--- config.mk ---
export PLATFORM = sky130hd
export DESIGN_NAME = updi_batch_sequencer
export DESIGN_NICKNAME = d
export VERILOG_FILES = /design/src/rtl/updi_batch_sequencer.sv
export SDC_FILE = /design/constraint.sdc
export NUM_CORES = 1
export LEC_CHECK = 0
export CAP_MARGIN = 25
export CORE_MARGIN = 2
export CORE_UTILIZATION = 56
export DETAILED_ROUTE_END_ITERATION = 8
export DONT_BUFFER_PORTS = 1
export PLACE_DENSITY = 0.74
export REMOVE_ABC_BUFFERS = 1
export SLEW_MARGIN = 10
export SYNTH_ARGS = -nofsm -noshare
export SYNTH_HDL_FRONTEND = slang
export SYNTH_SLANG_ARGS = --single-unit
--- constraint.sdc ---
create_clock -name clk -period 1.8 [get_ports clk]
set_input_delay 0.36 -clock clk [delete_from_list [all_inputs] [get_ports clk]]
set_output_delay 0.36 -clock clk [all_outputs]
set_load 0.005 [all_outputs]
--- src/rtl/updi_batch_sequencer.sv ---
// Steps a single UPDI programmer across up to N_CHANNELS targets via a one-hot PHY select.
// Optional build macro UPDI_BATCH_RETRY_EN re-attempts failing channels up to MAX_RETRIES times.
module updi_batch_sequencer #(
    parameter int N_CHANNELS         = 4,
    parameter int SETTLE_CLKS        = 5000000,
    parameter int START_TIMEOUT_CLKS = 1000,
    parameter int MAX_RETRIES        = 2
) (
    input  logic                  clk,
    input  logic                  rst,
    input  logic                  start,
    input  logic [N_CHANNELS-1:0] channel_mask,
    output logic                  busy,
    output logic                  done,
    output logic [N_CHANNELS-1:0] pass_mask,
    output logic [N_CHANNELS-1:0] fail_mask,
    output logic [N_CHANNELS-1:0] channel_en,
    output logic                  programmer_rst,
    output logic                  programmer_start,
    input  logic                  programmer_busy,
    input  logic                  phy_error
);

    localparam int CH_W    = (N_CHANNELS > 1) ? $clog2(N_CHANNELS) : 1;
    localparam int CNT_MAX = (SETTLE_CLKS > START_TIMEOUT_CLKS) ? SETTLE_CLKS : START_TIMEOUT_CLKS;
    localparam int CNT_W   = $clog2(CNT_MAX) + 1;
    localparam logic [CNT_W-1:0] SETTLE_LAST  = CNT_W'(SETTLE_CLKS - 1);
    localparam logic [CNT_W-1:0] TIMEOUT_LAST = CNT_W'(START_TIMEOUT_CLKS - 1);

    typedef enum logic [2:0] {
        ST_IDLE      = 3'd0,
        ST_SELECT    = 3'd1,
        ST_SETTLE    = 3'd2,
        ST_START     = 3'd3,
        ST_WAIT_BUSY = 3'd4,
        ST_RUN       = 3'd5,
        ST_EVAL      = 3'd6,
        ST_DONE      = 3'd7
    } state_t;

    state_t                  state_r;
    state_t                  state_s;
    logic [N_CHANNELS-1:0]   pending_r;
    logic [CH_W-1:0]         cur_r;
    logic [CH_W-1:0]         sel_idx_s;
    logic [CNT_W-1:0]        cnt_r;
    logic                    err_flag_r;
    logic                    can_retry_s;
    logic                    busy_r;
    logic                    done_r;
    logic                    programmer_start_r;
    logic [N_CHANNELS-1:0]   pass_r;
    logic [N_CHANNELS-1:0]   fail_r;
    logic [N_CHANNELS-1:0]   channel_en_r;

    // Lowest-index set bit; the scan runs high to low so the last hit wins.
    function automatic logic [CH_W-1:0] lowest_set(input logic [N_CHANNELS-1:0] vec);
        logic [CH_W-1:0] idx;
        idx = '0;
        for (int i = N_CHANNELS - 1; i >= 0; i--) begin
            if (vec[i]) begin
                idx = CH_W'(i);
            end
        end
        return idx;
    endfunction

    assign sel_idx_s = lowest_set(pending_r);

`ifdef UPDI_BATCH_RETRY_EN
    localparam int RTY_W = $clog2(MAX_RETRIES) + 1;
    localparam logic [RTY_W-1:0] RTY_MAX = RTY_W'(MAX_RETRIES);

    logic [RTY_W-1:0] retry_cnt_r;

    assign can_retry_s = err_flag_r && (retry_cnt_r < RTY_MAX);

    // Per-channel attempt counter, restarted whenever a new channel is chosen.
    always_ff @(posedge clk) begin
        if (rst) begin
            retry_cnt_r <= '0;
        end else if (state_r == ST_SELECT) begin
            retry_cnt_r <= '0;
        end else if ((state_r == ST_EVAL) && can_retry_s) begin
            retry_cnt_r <= retry_cnt_r + RTY_W'(1);
        end else begin
            retry_cnt_r <= retry_cnt_r;
        end
    end
`else
    assign can_retry_s = 1'b0;
`endif

    // Next-state decode.
    always_comb begin
        state_s = state_r;
        case (state_r)
            ST_IDLE: begin
                if (start) state_s = ST_SELECT;
                else       state_s = ST_IDLE;
            end
            ST_SELECT: begin
                if (pending_r == '0) state_s = ST_DONE;
                else                 state_s = ST_SETTLE;
            end
            ST_SETTLE: begin
                if (cnt_r == SETTLE_LAST) state_s = ST_START;
                else                      state_s = ST_SETTLE;
            end
            ST_START: state_s = ST_WAIT_BUSY;
            ST_WAIT_BUSY: begin
                if (programmer_busy)            state_s = ST_RUN;
                else if (cnt_r == TIMEOUT_LAST) state_s = ST_EVAL;
                else                            state_s = ST_WAIT_BUSY;
            end
            ST_RUN: begin
                if (!programmer_busy) state_s = ST_EVAL;
                else                  state_s = ST_RUN;
            end
            ST_EVAL: begin
                if (can_retry_s) state_s = ST_SETTLE;
                else             state_s = ST_SELECT;
            end
            ST_DONE: state_s = ST_IDLE;
            default: state_s = ST_IDLE;
        endcase
    end

    // State register.
    always_ff @(posedge clk) begin
        if (rst) state_r <= ST_IDLE;
        else     state_r <= state_s;
    end

    // Batch datapath and registered outputs; strobes are decoded from the next state
    // so they line up with the state they belong to.
    always_ff @(posedge clk) begin
        if (rst) begin
            pending_r          <= '0;
            cur_r              <= '0;
            cnt_r              <= '0;
            err_flag_r         <= 1'b0;
            busy_r             <= 1'b0;
            done_r             <= 1'b0;
            programmer_start_r <= 1'b0;
            pass_r             <= '0;
            fail_r             <= '0;
            channel_en_r       <= '0;
        end else begin
            busy_r             <= (state_s != ST_IDLE);
            done_r             <= (state_s == ST_DONE);
            programmer_start_r <= (state_s == ST_START);
            case (state_r)
                ST_IDLE: begin
                    if (start) begin
                        pending_r <= channel_mask;
                        pass_r    <= '0;
                        fail_r    <= '0;
                    end
                end
                ST_SELECT: begin
                    if (pending_r != '0) begin
                        cur_r        <= sel_idx_s;
                        channel_en_r <= N_CHANNELS'(1'b1) << sel_idx_s;
                        err_flag_r   <= 1'b0;
                        cnt_r        <= '0;
                    end
                end
                ST_SETTLE: cnt_r <= cnt_r + CNT_W'(1);
                ST_START:  cnt_r <= '0;
                ST_WAIT_BUSY: begin
                    if (!programmer_busy) begin
                        cnt_r <= cnt_r + CNT_W'(1);
                        if (cnt_r == TIMEOUT_LAST) err_flag_r <= 1'b1;
                    end
                end
                ST_RUN: begin
                    if (phy_error) err_flag_r <= 1'b1;
                end
                ST_EVAL: begin
                    if (can_retry_s) begin
                        err_flag_r <= 1'b0;
                        cnt_r      <= '0;
                    end else begin
                        if (err_flag_r) fail_r[cur_r] <= 1'b1;
                        else            pass_r[cur_r] <= 1'b1;
                        pending_r[cur_r] <= 1'b0;
                        channel_en_r     <= '0;
                    end
                end
                default: begin
                    cnt_r <= cnt_r;
                end
            endcase
        end
    end

    assign busy             = busy_r;
    assign done             = done_r;
    assign pass_mask        = pass_r;
    assign fail_mask        = fail_r;
    assign channel_en       = channel_en_r;
    assign programmer_start = programmer_start_r;
    // Held in reset during the whole settle window and while the block itself is reset.
    assign programmer_rst   = rst | (state_r == ST_SETTLE);

endmodule

; Word level (Yosys, flattened, before mapping)
; Cells that the tools add are included.
; Widths: inputs -> output; s select.
[op_classes]
add_sub_neg = 1
mul = 0
div_mod_pow = 0
n_lt_le_gt_ge = 2
eq_ne = 18
shift = 1
n_mux = 30
bitwise = 5
n_reduce_logical = 16
[ops]
columns = cell, n
row1 = $pmux 24 s4, 1
row2 = $mux 24, 2
row3 = $pmux 4 s2, 4
row4 = $add 24x1->24 const B, 1
row5 = $eq 24x10->1 const B, 1
row6 = $eq 24x23->1 const B, 1
row7 = $pmux 3 s8, 1
row8 = $mux 4, 5
row9 = $eq 3x3->1 const B, 5
row10 = $mux 2, 7
row11 = $ne 2x2->1 const B, 7
row12 = $eq 3x2->1 const B, 3
row13 = $reduce_and 3->1, 3
row14 = $or 4x4->4, 2
row15 = $reduce_bool 4->1, 2
row16 = $mux 1, 7
row17 = $reduce_and 2->1, 3
row18 = $reduce_bool 3->1, 2
row19 = $reduce_and 5->1, 1
row20 = $and 4x4->4, 1
row21 = $logic_not 4->1, 1
row22 = $not 4->4, 1
row23 = $reduce_bool 2->1, 2
row24 = $shl 1x2->4 const A, 1
row25 = other kinds (9), 9
[word_totals]
register_bits = 49
latchBits = 0
mem_bits_rw = 0
mem_bits_ro = 0
input_bits = 9
output_inout_bits = 16
n_memories = 0

; Logic depth before layout (Yosys ltp)
; Gate-level depths: netlist of run 1.
[depth]
depth_word = 7
depth_mapped = 7
ltp_nobuf = 5

; Worst setup path after synthesis of run 1
; No wires, ideal clock.
[synth_timing]
kind = reg2reg
startpoint = reg cnt_r[0]
endpoint = reg cnt_r[14]
setup_ps = 70
arrival_time_ps = 1863
t_required_ps = 1730
setup_slack_ps = -134
stages_incl_launch_ff = 7
path_buffers = 1
synth_period_minus_slack_ps = 1934
cell_sequence = dfxtp_1 -> ha_1 -> inv_1 -> or4_4 -> clkbuf_1 -> or4_1 -> a21oi_1
[synth_via]
elab_chain_cells = 3
[synth_lines]
columns = element, line
row1 = start: declaration, 46  ; logic [CNT_W-1:0] cnt_r;
row2 = start signal: assignment, 169  ; ST_SETTLE: cnt_r <= cnt_r + CNT_W'(1);
row3 = start signal: assignment, 173  ; cnt_r <= cnt_r + CNT_W'(1);
row4 = start signal: assignment, 192  ; cnt_r <= cnt_r;
row5 = $add 24x1->24 *, "169, 173"
row6 = $mux 24, 172  ; if (!programmer_busy) begin
row7 = $pmux 24 s4 *, 153  ; case (state_r)
; Every way passes the cells marked *; elsewhere a longest branch is shown, timed or not. The select of a mux whose other input is x is not followed.
; A chain may end at the register's enable or synchronous reset.

; Worst setup path in the final report of run 1
[layout_timing]
startpoint = reg pending_r[2]
endpoint = reg cnt_r[21]
[layout_via]
elab_chain_cells = 3
[layout_lines]
columns = element, line
row1 = start: declaration, 43  ; logic [N_CHANNELS-1:0] pending_r;
row2 = start signal: assignment, 156  ; pending_r <= channel_mask;
row3 = $reduce_bool 4->1, 162  ; if (pending_r != '0) begin
row4 = $ne 2x2->1 (no line), n/a
row5 = $reduce_and 3->1 (no line), n/a
; No other way between the ends.

==> results_dict.tcl, run 1 <==
set metrics [dict create \
    yosysWarnings 0 \
    critical_path_class "flop to flop" \
    netlist.area_leader.share_pct 40.1 \
    rows 24 \
    cts_made_buffers 5 \
    crit_path_top_delay_cell "or4_4" \
    pre_cts_ws_ns -0.0936 \
    regArea_um2 1000 \
    violations "setup timing" \
    portBuffers 0 \
    htreeDepth 2 \
    path_buf_inv 3 \
    worst_slew_pin_slew_ns 0.427 \
    synth_area_leaders "dfxtp_1, or4_1, a21oi_1" \
    ys.flop_type "dfxtp_1" \
    wl_um 7370 \
    synth_seq_cells 49 \
    fin_crit_sh_pct 107 \
    syn_avg_cell_area_um2 8.90 \
    worstSetupEndpointType "flop" \
    final_area_um2 3290 \
    crit_top_cell "buf_4" \
    busiest_layer "met2" \
    finalCriticalPeriod_ns 1.92 \
    p_total_mw 4.20 \
    pwr-share-comb_pct 48.9 \
    crit_arrival_ns 2.12 \
    p_sw_mw 1.54 \
    antenna_found_initial 0 \
    setup_ws_ns -0.124 \
    yosysTopAreaCell "dfxtp_1" \
    use_met1_pct 36.4 \
    path_cells "or4_4, a221oi_4, buf_6, buf_4, nor4b_4, buf_4, mux2i_1" \
    skew_ns 0.00785 \
    gp_congestion 0.861 \
    fin_util_pct 76.5 \
    drt_iter0_markers 236 \
    cts.sinks 49 \
    antenna_cells 0 \
    multi_input_area_um2 1550 \
    start_util_pct 57.0 \
    fillCellCount 262 \
    die_w_um 70.1 \
    p_clk_share_pct 19.4 \
    met2_usage_pct 44.3 \
    seqPwrFrac_pct 31.7 \
    fmax_mhz 520 \
    final_common_cell "buf_4" \
    grtUsageTotal_pct 27.3 \
    syn2layout_area_growth_pct 34.3 \
    p_int_mw 2.67 \
    vias 2558 \
    placed_area_um2 2830 \
    critPathTopFamily "simple AND/OR/NAND/NOR gates" \
    clkTransAtPathRegs_ns 0.09 \
    root_buffer "clkbuf_8" \
    clock_latency_ns 0.30 \
    cts_buffer_depth 2 \
    synth_cells 275 \
    sw_frac_of_total_pct 36.5 \
    powerDensity_nw_per_um2 1280 \
    reg2reg_from "pending_r[2]" \
    hold_start "rst" \
    netlist_area_um2 2450 \
    drv_cap 0 \
    worstPathMaxFanout 4 \
    grt_max_degree 33 \
    die-area_um2 4910 \
    io_pins 25 \
    hpwl_um 4360 \
    p_leak_nw 1.13 \
    max-vdd-ir-drop_mv 0.639 \
    drt-pass1-iter-count 5 \
    die_h_um 70.1 \
    setup_violations 23 \
    drtAntennaViolNets 0 \
    grt_overflow 0 \
    maxSlewHeadroom_pct 71.2 \
    drc_errors 0 \
    grt_pass1_vias 2286 \
    hold_buffers 0 \
    drive_gt1_share_pct 37.7 \
    cpPeakStageDelay_ns 0.58 \
    hold_viol_final 0 \
    cts_tree "built" \
    crit_start "pending_r[2]" \
    synth_edf_count 0 \
    vias_per_cell 6.71 \
    rsz0062_at_grt "true" \
    use_met3_pct 4.62 \
    cp.required_ns 1.99 \
    ys_seq_area_share_pct 40.1 \
    layout.nets 338 \
    outcome "finished, violations left" \
    mostFrequentLayoutCells "buf_4, dfxtp_1, a21oi_1, nor2_1, o31ai_1" \
    wl_per_cell_um 19.3 \
    ys_types 54 \
    ys_async_sr_fraction_pct 0 \
    setup-tns-final_ns -0.973 \
    start_kind "flop" \
    drv_slew 0 \
    grt_first_pass_wirelength_um 10900 \
    coreArea_um2 4290 \
    hold_path.class "input port to flop" \
]
-- cells in the mapped netlist (3+ instances only) --
cell	instances
dfxtp_1	49
a21oi_1	27
or4_1	20
nor2_1	19
o31ai_1	17
nand2_1	14
clkbuf_1	10
inv_1	10
nand2b_1	7
o21ai_0	7
a31oi_1	6
nand3_1	6
nand4_1	6
nand3b_1	5
o21a_1	5
mux2i_1	4
nor3_1	4
nor4b_1	4
or3b_2	4
a221oi_1	3
and4_1	3
o211ai_1	3
or4_4	3
-- layer usage --
layer / up-vias / share of wire, % / wire length [um]
met4: 0 / 2.9 / 212
li1: 1176 / - / -
met3: 19 / 6.1 / 451
met1: 1236 / 42 / 3090
met2: 127 / 49 / 3620
met5: - / 0 / 0
-- cell type report --
type	instances	share of cell area [%]
Clock buffer	7	2.63
Clock inverter	1	0.914
Inverter	10	1.14
Multi-Input combinational cell	202	47.0
Sequential cell	49	30.4
Tap cell	52	1.98
Timing Repair Buffer	60	15.9
-- power groups by stage --
stage          sequential [mW]  clock (mW)  combinational, mW
4_1_cts                   1.31       0.824               1.55
2_1_floorplan             1.39           0              0.777
3_5_place_dp              1.33           0               1.49
3_3_place_gp              1.32           0               1.45
6_report                  1.33       0.816               2.06
5_1_grt                   1.35       0.858               2.19
-- worst paths after layout --
path,end,slack [ns],cells after the start
setup / recovery,cnt_r[21],-0.12,7
hold / removal,pending_r[2],0.11,1
setup reg to reg,cnt_r[21],-0.12,7
hold reg to reg,pass_mask[2],0.51,2
-- per-stage QoR --
stage / hold slack, ns / cells
6_report: 0.114 / 381
5_1_grt: 0.103 / 381
4_1_cts: 0.110 / 373
3_5_place_dp: 0.434 / 361
3_3_place_gp: 0.432 / 361
2_1_floorplan: 0.429 / 259
-- registers in the layout, summed over array words and instances, names as in the netlist --
| signal | flops |
|---|---|
| cnt_r | 24 |
| channel_en | 4 |
| fail_mask | 4 |
| pass_mask | 4 |
| pending_r | 4 |
| state_r | 3 |
| cur_r | 2 |
| busy | 1 |
| done | 1 |
| err_flag_r | 1 |
| programmer_start | 1 |
-- cell families after synthesis --
logic type	synth area share, %
AO/OA/AOI/OAI	23.4
multiplexers	2.10
adder cells (fa/ha/maj)	0.511
buffers and inverters	4.96
flip-flops	40.1
XOR/XNOR	0.716
AND/OR/NAND/NOR	28.3
-- repair_timing --
item                       4_1_cts  5_1_grt
resized for setup               12       42
buffers inserted                 2        6
setup endpoints to repair       25       35
gates cloned                     2        2
pin swaps                        6       21
No activity file was read; power rests on OpenSTA's default activity.
==> run 2: changes to the inputs <==
--- a/config.mk
+++ b/config.mk
@@ -5,9 +5,9 @@
 export SDC_FILE = /design/constraint.sdc
 export NUM_CORES = 1
 export LEC_CHECK = 0
-export CAP_MARGIN = 25
-export CORE_MARGIN = 2
+export CAP_MARGIN = 5
 export CORE_UTILIZATION = 56
+export CTS_CLUSTER_DIAMETER = 200
 export DETAILED_ROUTE_END_ITERATION = 8
 export DONT_BUFFER_PORTS = 1
 export PLACE_DENSITY = 0.74
==> results_dict.tcl, run 2 (synthesized netlist as in run 1, its figures left out) <==
set metrics [dict create \
    worst_slew_pin_slew_ns 0.486 \
    vias 2613 \
    setup_ws_ns -0.147 \
    drt-pass1-iter-count 5 \
    cts_buffer_depth 2 \
    crit_start "cnt_r[1]" \
    io_pins 25 \
    antenna_found_initial 0 \
    regMostFlops "cnt_r" \
    fin_crit_sh_pct 108 \
    grt_overflow 0 \
    p_total_mw 4.33 \
    fmax_mhz 514 \
    cp.required_ns 2.06 \
    reg2reg_slack_ns -0.15 \
    hold_path.class "input port to flop" \
    fillCellCount 235 \
    mostFrequentLayoutCells "buf_4, dfxtp_1, a21oi_1, nor2_1, or4_1" \
    drive_gt1_share_pct 39.8 \
    hold_viol_final 0 \
    max-vdd-ir-drop_mv 0.757 \
    reg2reg_from "cnt_r[1]" \
    wl_um 7960 \
    drv_slew 0 \
    reg2reg_depth 6 \
    multi_input_area_um2 1540 \
    drt_iter0_markers 417 \
    crit_arrival_ns 2.20 \
    setup_violations 26 \
    start_kind "flop" \
    grt_max_degree 44 \
    grtUsageTotal_pct 26.6 \
    outcome "finished, violations left" \
    wl_per_cell_um 21.3 \
    worstPathMaxFanout 7 \
    grt_pass1_vias 2042 \
    die_w_um 68.1 \
    met2_usage_pct 41.1 \
    syn2layout_area_growth_pct 34.5 \
    use_met1_pct 35.0 \
    skew_ns 0.0113 \
    gp_congestion 0.874 \
    cts.sinks 49 \
    regArea_um2 1000 \
    drtAntennaViolNets 0 \
    portBuffers 0 \
    hpwl_um 3990 \
    powerDensity_nw_per_um2 1320 \
    htreeDepth 2 \
    cts_tree "built" \
    clkTransAtPathRegs_ns 0.10 \
    busiest_layer "met2" \
    coreArea_um2 4090 \
    antenna_cells 0 \
    die_h_um 68.1 \
    hold_depth 1 \
    root_buffer "clkbuf_8" \
    finalCriticalPeriod_ns 1.95 \
    largest_reg_flops 24 \
    regToRegEndpoint "cnt_r[11]" \
    maxSlewHeadroom_pct 67.2 \
    p_leak_nw 1.13 \
    rsz0062_at_grt "true" \
    start_util_pct 59.9 \
    worstSetupEndpointType "flop" \
    drc_errors 0 \
    violations "setup timing" \
    cts_made_buffers 5 \
    grt_first_pass_wirelength_um 9240 \
    crit_path_end "cnt_r[11]" \
    setup-tns-final_ns -1.68 \
    layout.nets 333 \
    critical_path_class "flop to flop" \
    die-area_um2 4640 \
    use_met3_pct 6.83 \
    drv_cap 0 \
    rows 23 \
    final_common_cell "buf_4" \
    clock_latency_ns 0.32 \
    vias_per_cell 6.99 \
]
run 2: layout make-up:
cell class	count	share of cell area, %
multi-input cells	201	46.9
flip-flops and latches	49	30.5
repair buffers	56	16.8
clock buffers	5	2.09
well taps	50	1.90
inverters	10	1.14
clock inverters	3	0.646
run 2: per-layer routing:
metal	vias to the layer above	wire length, um	part of all wire, %
met2	159	3800	48
li1	1171	-	-
met4	0	274	3.4
met1	1249	3230	41
met5	-	0	0
met3	34	655	8.2
run 2: worst min path at each step:
stage | startpoint | end | slack (ns)
final | rst | state_r[1] | 0.09
after detailed placement | rst | state_r[0] | 0.43
after global routing | rst | state_r[1] | 0.08
after global placement | rst | busy | 0.43
after CTS | rst | state_r[1] | 0.09
after floorplan | rst | pending_r[0] | 0.43
run 2: power breakdown:
group / leakage, nW / internal, mW / total, mW / switching (mW)
Sequential: 0.404 / 1.22 / 1.35 / 0.136
Combinational: 0.678 / 1.11 / 2.29 / 1.18
Clock: 0.0445 / 0.277 / 0.690 / 0.413
run 2: what timing repair did:
action                                  CTS  global route
endpoints found under the setup margin   30            33
gates cloned                              0             7
pin swaps                                10            10
setup buffers                             5             5
resized for setup                        20            48
hold buffers                              0             0
run 2: through the flow:
stage | utilization [%] | hold WS, ns | worst slack (ns) | cells | area [um^2]
6_report | 80.6 | 0.0914 | -0.147 | 374 | 3290
5_1_grt | 80.6 | 0.0806 | -0.193 | 374 | 3290
4_1_cts | 72.3 | 0.0934 | -0.0514 | 362 | 2960
3_5_place_dp | 67.3 | 0.434 | -0.115 | 349 | 2750
3_3_place_gp | 67.3 | 0.434 | -0.0908 | 349 | 2750
2_1_floorplan | - | 0.429 | -0.417 | 259 | 2360
run 2: critical path, stage by stage (launching register included):
cell and delay, ns:
dfxtp_2 0.38, buf_6 0.13, nand2_4 0.05, or4_4 0.58, buf_6 0.17, or4_4 0.43
a21oi_2 0.15
==> run 3: changes to the inputs <==
--- a/config.mk
+++ b/config.mk
@@ -5,6 +5,7 @@
 export SDC_FILE = /design/constraint.sdc
 export NUM_CORES = 1
 export LEC_CHECK = 0
+export ABC_CLOCK_PERIOD_IN_PS = 1800
 export CAP_MARGIN = 5
 export CORE_UTILIZATION = 56
 export CTS_CLUSTER_DIAMETER = 200
@@ -12,6 +13,7 @@
 export DONT_BUFFER_PORTS = 1
 export PLACE_DENSITY = 0.74
 export REMOVE_ABC_BUFFERS = 1
+export SKIP_CTS_REPAIR_TIMING = 1
 export SLEW_MARGIN = 10
 export SYNTH_ARGS = -nofsm -noshare
 export SYNTH_HDL_FRONTEND = slang
==> results_dict.tcl, run 3 (synthesized netlist as in run 1, its figures left out) <==
set metrics [dict create \
    rsz0062_at_grt "true" \
    io_pins 25 \
    setup_ws_ns -0.0873 \
    stdcell_count 374 \
    grt_overflow 0 \
    hpwl_um 3990 \
    maxSlewHeadroom_pct 63.3 \
    path_cells "or4_4, a221oi_4, buf_6, buf_8, o31ai_1, a21oi_1" \
    finalCriticalPeriod_ns 1.89 \
    cpPeakStageDelay_ns 0.58 \
    cts_made_buffers 5 \
    antenna_found_initial 0 \
    hold_path.class "input port to flop" \
    start_kind "flop" \
    critical_path_class "flop to flop" \
    hold_viol_final 0 \
    root_buffer "clkbuf_8" \
    path_buf_inv 2 \
    vias_per_cell 7.19 \
    place_inst 349 \
    grt_first_pass_wirelength_um 8850 \
    drive_gt1_share_pct 45.1 \
    portBuffers 0 \
    die-area_um2 4640 \
    fin_util_pct 83.1 \
    syn2layout_area_growth_pct 38.7 \
    cp.required_ns 2.03 \
    fmax_mhz 530 \
    mostFrequentLayoutCells "buf_4, dfxtp_1, or4_4, nor2_1, a21oi_1" \
    cts_buffer_depth 2 \
    violations "setup timing" \
    layout.nets 333 \
    regMostFlops "cnt_r" \
    worstPathMaxFanout 6 \
    htreeDepth 2 \
    hold_depth 1 \
    cts.sinks 49 \
    die_h_um 68.1 \
    outcome "finished, violations left" \
    drtAntennaViolNets 0 \
    cp.depth 6 \
    fin_crit_sh_pct 105 \
    drc_errors 0 \
    largest_reg_flops 24 \
    drt-pass1-iter-count 5 \
    coreArea_um2 4090 \
    start_util_pct 59.9 \
    grt_max_degree 44 \
    wl_per_cell_um 21.9 \
    gp_congestion 0.874 \
    powerDensity_nw_per_um2 1310 \
    worst_slew_pin_slew_ns 0.542 \
    grt_pass1_vias 1969 \
    crit_arrival_ns 2.12 \
    cts_tree "built" \
    worstSetupEndpointType "flop" \
    vias 2688 \
    p_leak_nw 1.13 \
    antenna_cells 0 \
    max-vdd-ir-drop_mv 0.723 \
    rows 23 \
    drv_slew 0 \
    crit_path_top_delay_cell "or4_4" \
    critPathTopFamily "simple AND/OR/NAND/NOR gates" \
    drt_iter0_markers 306 \
    wl_um 8210 \
    skew_ns 0.0127 \
    clkTransAtPathRegs_ns 0.10 \
    die_w_um 68.1 \
    drv_cap 0 \
    grtUsageTotal_pct 25.4 \
    reg2reg_depth 6 \
    clock_latency_ns 0.32 \
    final_common_cell "buf_4" \
    setup_violations 28 \
]
run 3: cell count changes in the layout (fill, tap and decap cells not counted), moves of 2 or more:
cell | before | now
a21oi_1 | 21 | 14
a21oi_2 | 6 | 13
dfxtp_1 | 34 | 37
dfxtp_2 | 13 | 8
dfxtp_4 | 2 | 4
nand3_2 | 2 | 0
nand3_4 | 1 | 3
o31ai_1 | 13 | 11
o31ai_2 | 3 | 5
or4_1 | 15 | 6
or4_4 | 9 | 19
run 3: metrics by stage:
| step | power [mW] | setup TNS [ns] | hold WS, ns | instance area [um^2] | setup slack, ns |
|---|---|---|---|---|---|
| after floorplan | 2.17 | -9.66 | 0.429 | 2360 | -0.417 |
| after global routing | 4.57 | -2.79 | 0.0803 | 3390 | -0.241 |
| after detailed placement | 2.73 | -0.721 | 0.434 | 2750 | -0.115 |
| after global placement | 2.70 | -0.135 | 0.434 | 2750 | -0.0908 |
| after CTS | 3.39 | -1.62 | 0.0958 | 2840 | -0.145 |
| final | 4.44 | -1.12 | 0.0915 | 3390 | -0.0873 |
run 3: layout make-up:
cell class / count / area, um^2
Clock buffer: 5 / 68.8
Fill cell: 214 / 692
Clock inverter: 3 / 21.3
Timing Repair Buffer: 55 / 542
Inverter: 10 / 37.5
Multi-Input combinational cell: 202 / 1660
Tap cell: 50 / 62.6
Sequential cell: 49 / 1010
run 3: per-layer routing:
metal | GRT usage (%) | vias up | wire length, um
li1 | - | 1168 | -
met1 | 33.9 | 1284 | 3210
met2 | 39.5 | 190 | 3810
met3 | 6.50 | 46 | 811
met4 | 8.59 | 0 | 371
met5 | 0 | - | 0
run 3: path summary, 6_finish.rpt:
kind	startpoint	to	slack, ns
worst max-delay path	pending_r[3]	cnt_r[4]	-0.09
worst min-delay path	rst	state_r[0]	0.09
worst max register to register	pending_r[3]	cnt_r[4]	-0.09
worst min register to register	fail_mask[0]	fail_mask[0]	0.50
run 3: power by group:
group          leakage [nW]  internal (mW)  switching (mW)
Sequential            0.403           1.22           0.140
Clock                0.0445          0.277           0.406
Combinational         0.685           1.15            1.24
